**src/rtl/mvm_pkg.sv**
```systemverilog
// Shared types and defaults for the MVM accelerator host link.
// Indices are 2 bits wide, so at most a 4x4 matrix.
package mvm_pkg;

    localparam int IDX_W = 2;
    localparam int DATA_W = 8;
    localparam int TMO_W = 24;
    localparam int MAX_N = 1 << IDX_W;
    localparam int N_DEF = 4;
    localparam logic [TMO_W-1:0] TIMEOUT_DEF = 24'd10_000_000;

    typedef logic [IDX_W-1:0] idx_t;
    typedef logic [DATA_W-1:0] data_t;

    typedef enum logic [2:0] {
        IDLE,
        SEND_M,
        SEND_V,
        COLLECT,
        DONE,
        ERR
    } state_t;

endpackage

```
**src/rtl/mvm_timeout_ctr.sv**
```systemverilog
// Idle-cycle watchdog for host-side links.
// Raises expired on the cycle whose increment would reach LIMIT.
module mvm_timeout_ctr
    import mvm_pkg::*;
#(
    parameter logic [TMO_W-1:0] LIMIT = TIMEOUT_DEF
) (
    input  logic clk,
    input  logic rst_n,
    input  logic clr,
    input  logic en,
    output logic expired
);

    localparam logic [TMO_W-1:0] LAST = LIMIT - TMO_W'(1);

    logic [TMO_W-1:0] count_q;

    always_ff @(posedge clk or negedge rst_n) begin
        if (!rst_n) begin
            count_q <= '0;
        end else if (clr) begin
            count_q <= '0;
        end else if (en) begin
            count_q <= count_q + TMO_W'(1);
        end
    end

    assign expired = en & ~clr & (count_q == LAST);

endmodule

```
**src/rtl/mvm_host_link.sv**
```systemverilog
// Host-side streamer for the MVM accelerator pin protocol.
// Sends M then V as indexed beats, then collects N results.
module mvm_host_link
    import mvm_pkg::*;
#(
    parameter int N = N_DEF,
    parameter logic [TMO_W-1:0] TIMEOUT = TIMEOUT_DEF
) (
    input  logic        clk,
    input  logic        rst_n,
    input  logic        ld_en,
    input  logic        ld_sel,
    input  logic [3:0]  ld_addr,
    input  logic [7:0]  ld_data,
    input  logic        start,
    output logic        busy,
    output logic        done,
    output logic        timeout_err,
    input  logic [1:0]  rd_addr,
    output logic [7:0]  rd_data,
    output logic [7:0]  acc_value,
    output logic [1:0]  acc_row,
    output logic [1:0]  acc_col,
    output logic        acc_sending_cpu,
    output logic        acc_done_list,
    input  logic        acc_fetch_ready,
    input  logic        acc_sending_out,
    input  logic [7:0]  acc_output_val
);

    localparam idx_t LAST = idx_t'(N - 1);

    state_t state_q, state_n;
    idx_t   row_q, row_n;
    idx_t   col_q, col_n;
    idx_t   cap_q, cap_n;

    data_t  m_q [MAX_N][MAX_N];
    data_t  v_q [MAX_N];
    data_t  r_q [MAX_N];

    data_t  val_n;
    idx_t   arow_n, acol_n;
    logic   snd_n, dl_n;

    logic   xfer, accept, capture;
    logic   tmo_clr, tmo_en, tmo_exp;
    logic   ld_ok, ld_in_range;
    idx_t   ld_row, ld_col;

    assign ld_row = ld_addr[3:2];
    assign ld_col = ld_addr[1:0];
    assign ld_ok  = ld_en & ((state_q == IDLE) | (state_q == ERR));
    assign ld_in_range = ld_sel ? (int'(ld_col) < N)
                                : (int'(ld_row) < N) && (int'(ld_col) < N);

    mvm_timeout_ctr #(
        .LIMIT(TIMEOUT)
    ) u_tmo (
        .clk    (clk),
        .rst_n  (rst_n),
        .clr    (tmo_clr),
        .en     (tmo_en),
        .expired(tmo_exp)
    );

    always_comb begin
        state_n = state_q;
        row_n   = row_q;
        col_n   = col_q;
        cap_n   = cap_q;
        accept  = 1'b0;
        capture = 1'b0;
        tmo_clr = 1'b0;
        tmo_en  = 1'b0;
        xfer    = acc_sending_cpu & acc_fetch_ready;
        unique case (state_q)
            IDLE, ERR: begin
                if (start) begin
                    accept  = 1'b1;
                    tmo_clr = 1'b1;
                    row_n   = '0;
                    col_n   = '0;
                    cap_n   = '0;
                    state_n = SEND_M;
                end
            end
            SEND_M: begin
                tmo_en = 1'b1;
                if (xfer) begin
                    tmo_clr = 1'b1;
                    if (col_q == LAST) begin
                        col_n = '0;
                        if (row_q == LAST) begin
                            row_n   = '0;
                            state_n = SEND_V;
                        end else begin
                            row_n = row_q + idx_t'(1);
                        end
                    end else begin
                        col_n = col_q + idx_t'(1);
                    end
                end
            end
            SEND_V: begin
                tmo_en = 1'b1;
                if (xfer) begin
                    tmo_clr = 1'b1;
                    if (col_q == LAST) begin
                        col_n   = '0;
                        state_n = COLLECT;
                    end else begin
                        col_n = col_q + idx_t'(1);
                    end
                end
            end
            COLLECT: begin
                tmo_en = 1'b1;
                if (acc_sending_out) begin
                    capture = 1'b1;
                    tmo_clr = 1'b1;
                    cap_n   = cap_q + idx_t'(1);
                    if (cap_q == LAST) state_n = DONE;
                end
            end
            DONE:    state_n = IDLE;
            default: state_n = IDLE;
        endcase
        if (tmo_exp) state_n = ERR;

        // Pins are registered from the next state so a stall re-presents the same beat.
        val_n  = '0;
        arow_n = '0;
        acol_n = '0;
        snd_n  = 1'b0;
        dl_n   = 1'b0;
        if (state_n == SEND_M) begin
            snd_n  = 1'b1;
            arow_n = row_n;
            acol_n = col_n;
            val_n  = m_q[row_n][col_n];
        end else if (state_n == SEND_V) begin
            snd_n  = 1'b1;
            dl_n   = 1'b1;
            acol_n = col_n;
            val_n  = v_q[col_n];
        end
    end

    always_ff @(posedge clk or negedge rst_n) begin
        if (!rst_n) begin
            state_q         <= IDLE;
            row_q           <= '0;
            col_q           <= '0;
            cap_q           <= '0;
            acc_value       <= '0;
            acc_row         <= '0;
            acc_col         <= '0;
            acc_sending_cpu <= 1'b0;
            acc_done_list   <= 1'b0;
        end else begin
            state_q         <= state_n;
            row_q           <= row_n;
            col_q           <= col_n;
            cap_q           <= cap_n;
            acc_value       <= val_n;
            acc_row         <= arow_n;
            acc_col         <= acol_n;
            acc_sending_cpu <= snd_n;
            acc_done_list   <= dl_n;
        end
    end

    always_ff @(posedge clk or negedge rst_n) begin
        if (!rst_n) begin
            for (int r = 0; r < MAX_N; r++) begin
                v_q[r] <= '0;
                r_q[r] <= '0;
                for (int c = 0; c < MAX_N; c++) m_q[r][c] <= '0;
            end
        end else begin
            if (ld_ok && ld_in_range) begin
                if (ld_sel) v_q[ld_col] <= ld_data;
                else        m_q[ld_row][ld_col] <= ld_data;
            end
            if (accept) begin
                for (int r = 0; r < MAX_N; r++) r_q[r] <= '0;
            end else if (capture) begin
                r_q[cap_q] <= acc_output_val;
            end
        end
    end

    assign busy        = (state_q == SEND_M) | (state_q == SEND_V) | (state_q == COLLECT);
    assign done        = (state_q == DONE);
    assign timeout_err = (state_q == ERR);
    assign rd_data     = (int'(rd_addr) < N) ? r_q[rd_addr] : '0;

endmodule

```
**config.mk**
```make
export PLATFORM = sky130hd
export DESIGN_NAME = mvm_host_link
export DESIGN_NICKNAME = d
export VERILOG_FILES = /design/src/rtl/mvm_pkg.sv /design/src/rtl/mvm_timeout_ctr.sv /design/src/rtl/mvm_host_link.sv
export SDC_FILE = /design/constraint.sdc
export NUM_CORES = 1
export LEC_CHECK = 0
export CORE_ASPECT_RATIO = 0.75
export CORE_MARGIN = 1
export CORE_UTILIZATION = 55
export CTS_CLUSTER_SIZE = 28
export DETAILED_ROUTE_END_ITERATION = 10
export PLACE_DENSITY = 0.77
export SYNTH_ARGS = -nofsm -noshare
export SYNTH_HDL_FRONTEND = slang
export SYNTH_SLANG_ARGS = --single-unit
```
**constraint.sdc**
```tcl
create_clock -name clk -period 2.3 [get_ports clk]
set_clock_uncertainty 0.1 [all_clocks]
set_input_delay 0.23 -clock clk [delete_from_list [all_inputs] [get_ports clk]]
set_output_delay 0.23 -clock clk [all_outputs]
set_load 0.005 [all_outputs]
```
==> key figures <==
Timing
  • Max frequency: 0.382 GHz
  • Relative slew margins: 55.8%
  • Tcrit/Tclk final: 114%
  • Max Slew Vio Count: 0
  • Setup violators final: 68
  • Final worst setup slack: -0.317 ns
  • RSZ-0062 raised after global routing: yes
  • Min Tclk post-route: 2.62 ns
  • Slew @ Worst Pin: 0.660 ns
  • Final count of hold timing violations: 0

Die
  • I/O pins: 54
  • Die Wd: 167 um
  • Die Ht: 126 um
  • Starting Density: 57.2%
  • Std cell rows: 44
  • Die area: 21100 sq um
  • Core area: 19700 sq um

Cells and area
  • Nets: 1191
  • Area occupied by multi-input gates: 5430 sq um
  • Layout area overhead: 28.4%
  • Fillers: 1248
  • Register Area: 5980 sq um
  • N_diodes: 0
  • Most frequent cells in the layout: dfrtp_1, mux2_2, nand2_1, buf_4, nand3_1
  • Share of post-route cells with drive strength above 1: 38.2%
  • Most common cell after layout, fill and taps aside: dfrtp_1

Clock network
  • CTS Buf Count: 24
  • Clk Latency, worst-skew pair: 0.51 ns
  • CTS Buffer Depth: 3
  • Clk sinks: 239
  • CTS HTree Levels: 1
  • CTS tree: yes
  • CTS Root Cell: clkbuf_16
  • Reg clk slew, reported paths: 0.06 ns

Power and ir drop
  • P_leak: 6.77 nW
  • Overall Power: 15.7 mW
  • Pwr Density: 1080 nW/um^2
  • Maximum ir drop on the vdd rail: 692 uV

Outcome
  • Status: finished with violations
  • Failing checks: negative setup slack

Global route
  • Largest net degree at the start of global routing: 54
  • Vias in the first global route: 8513
  • GRT Total Usage: 28.1%
  • Number of antenna violations at the first check in global routing: 0
  • Grt ovf: 0
  • Global-route wire length before repair: 46600 um

Detailed routing
  • Antenna-violating nets left: 0
  • Routed vias/inst: 6.17
  • Drt pass-1 iters: 5
  • DR WL/cell: 22.2 um
  • Vias post-DR: 8793
  • Final wirelength: 31600 um
  • DRC: 0
  • Initial DRC Count: 904

Placement
  • Post-DP HPWL: 18800 um
  • GPL Wtd Cong: 0.858
  • Place WS: -0.562 ns
  • Port bufs: 53

Yosys
  • YS warnings: 0
  • Top FF cell, synth: dfrtp_1
  • Post-Synthesis Cells: 996
  • Unique masters post-synth: 60
  • Share of the synthesized area in the top cell type: 53.0%
  • Number of flops mapped to enable cells by yosys: 0
  • Sequential-to-total area share from yosys stat: 53.0%
  • Post-synth ARST share: 100%
  • Top post-synthesis cells by area: dfrtp_1, mux2_2, nand2_1, nand3_1, a22o_1
  • Mapped Area: 11300 sq um
  • Seq cells post-synth: 239
  • Post-Syn Area per Cell: 11.3 sq um
  • Synthesized Nets: 1032
  • Synth area leader: dfrtp_1

Critical path
  • R2r worst-path depth: 9
  • Internal reg-to-reg setup slack: -0.32 ns
  • Launching point of the worst reg2reg path: state_q[2]$_DFF_PN0_
  • Worst endpoint required time: 2.58 ns
  • Worst setup startpoint: state_q[2]$_DFF_PN0_
  • Arr. time, crit path: 2.90 ns
  • Setup CP Type: flip-flop to flip-flop
  • Crit start category: flip-flop
  • RR Endpoint: acc_value[4]$_DFF_PN0_
  • CP endpoint: acc_value[4]$_DFF_PN0_
  • CP endpoint kind: flip-flop
  • Max FO, Critical Path: 12

Flow run
  • Max-Cap Viols: 0

Min path
  • Hold Crit Class: input port to async pin
metrics by stage:
stage	hold WS [ns]	area (sq um)	utilization (%)	std cells	TNS [ns]
after global placement	0.0837	12900	65.5	1363	-7.24
final	0.134	14500	73.4	1424	-5.29
after floorplan	-0.166	11300	-	996	0
after global routing	0.182	14500	73.4	1424	-9.41
after CTS	0.146	14000	71.0	1413	-1.68
after detailed placement	0.0821	12900	65.5	1363	-11.68
routing by layer:
layer  part of all wire, %  track usage (%)  vias up
li1                      -                -     3853
met1                    43             41.6     4504
met2                    46             43.4      371
met3                   7.4             4.81       65
met4                   2.8             6.42        0
met5                     0                0        -
registers in the layout, summed over array words and instances, names as in the netlist, 2 cells and up:
name	cells
acc_row	2
cap_q	2
r_q	32
col_q	2
state_q	3
row_q	2
acc_value	8
u_tmo.count_q	24
acc_col	2
m_q	128
v_q	32
report_power, final:
| group | switching, mW | total [mW] | internal [mW] |
|---|---|---|---|
| combinational | 3.45 | 6.31 | 2.86 |
| clock | 1.61 | 3.86 | 2.25 |
| sequential | 0.482 | 5.49 | 5.01 |
| total | 5.54 | 15.7 | 10.1 |
worst min path at each step:
| stage | from | to |
|---|---|---|
| final | rst_n | r_q[0]$_DFFE_PN0P_ |
| after CTS | rst_n | r_q[0]$_DFFE_PN0P_ |
| after global routing | rst_n | r_q[0]$_DFFE_PN0P_ |
| after global placement | rst_n | r_q[16]$_DFFE_PN0P_ |
| after detailed placement | rst_n | r_q[16]$_DFFE_PN0P_ |
| after floorplan | rst_n | acc_col[0]$_DFF_PN0_ |
final cells by class:
cell class                      count  area share [%]
Timing Repair Buffer              198            13.2
Clock inverter                      9           0.510
Clock buffer                       33            4.88
Sequential cell                   239            41.3
Multi-Input combinational cell    681            37.5
Tap cell                          253            2.19
Inverter                           11           0.372
cells by family (layout without fill, tap and decap cells):
kind of cell	count (synthesis)	count (layout)	share of synthesized area, %
and+or+nand+nor	344	344	14.3
DFF	239	239	53.0
muxes	169	169	17.7
AOI/OAI and AO/OA	136	136	9.01
buffers and inverters	76	251	3.14
xor gates and xnor gates	25	25	2.01
adders and majority gates	7	7	0.777
worst max-delay path, stage by stage, from the launching register on:
cell,delay [ns]
dfrtp_1,0.45
or3b_4,0.43
buf_6,0.14
o221ai_4,0.19
buf_4,0.23
a21boi_0,0.13
a211oi_2,0.40
nor4_4,0.08
a21oi_2,0.23
nand4_1,0.12
timing repair:
action / 4_1_cts / 5_1_grt
hold endpoints to repair: 160 / 0
hold buffers: 1 / 0
endpoints found under the setup margin: 106 / 139
setup buffers: 7 / 13
gates cloned: 1 / 2
pin swaps: 16 / 25
gates resized for setup: 46 / 94
synthesized netlist by cell type, types with 3 or more instances:
| master | instances |
|---|---|
| nand2_1 | 144 |
| a21oi_1 | 42 |
| ha_1 | 7 |
| mux4_2 | 8 |
| and2_1 | 9 |
| or2_2 | 3 |
| o21ai_0 | 6 |
| a211oi_1 | 13 |
| nor2b_1 | 4 |
| a22o_1 | 32 |
| xor2_1 | 15 |
| dfrtp_1 | 239 |
| a22oi_1 | 11 |
| a21boi_0 | 12 |
| and3_1 | 5 |
| or3_1 | 3 |
| nor3_1 | 4 |
| nand3_1 | 73 |
| buf_4 | 8 |
| inv_2 | 3 |
| clkbuf_1 | 37 |
| nor2_1 | 54 |
| nand3b_1 | 3 |
| nor4b_1 | 3 |
| xnor2_1 | 9 |
| buf_2 | 17 |
| inv_1 | 7 |
| nand4_1 | 18 |
| nor4_1 | 7 |
| mux2_2 | 161 |
| nor3b_1 | 3 |
(Power assumes the default switching activity.)
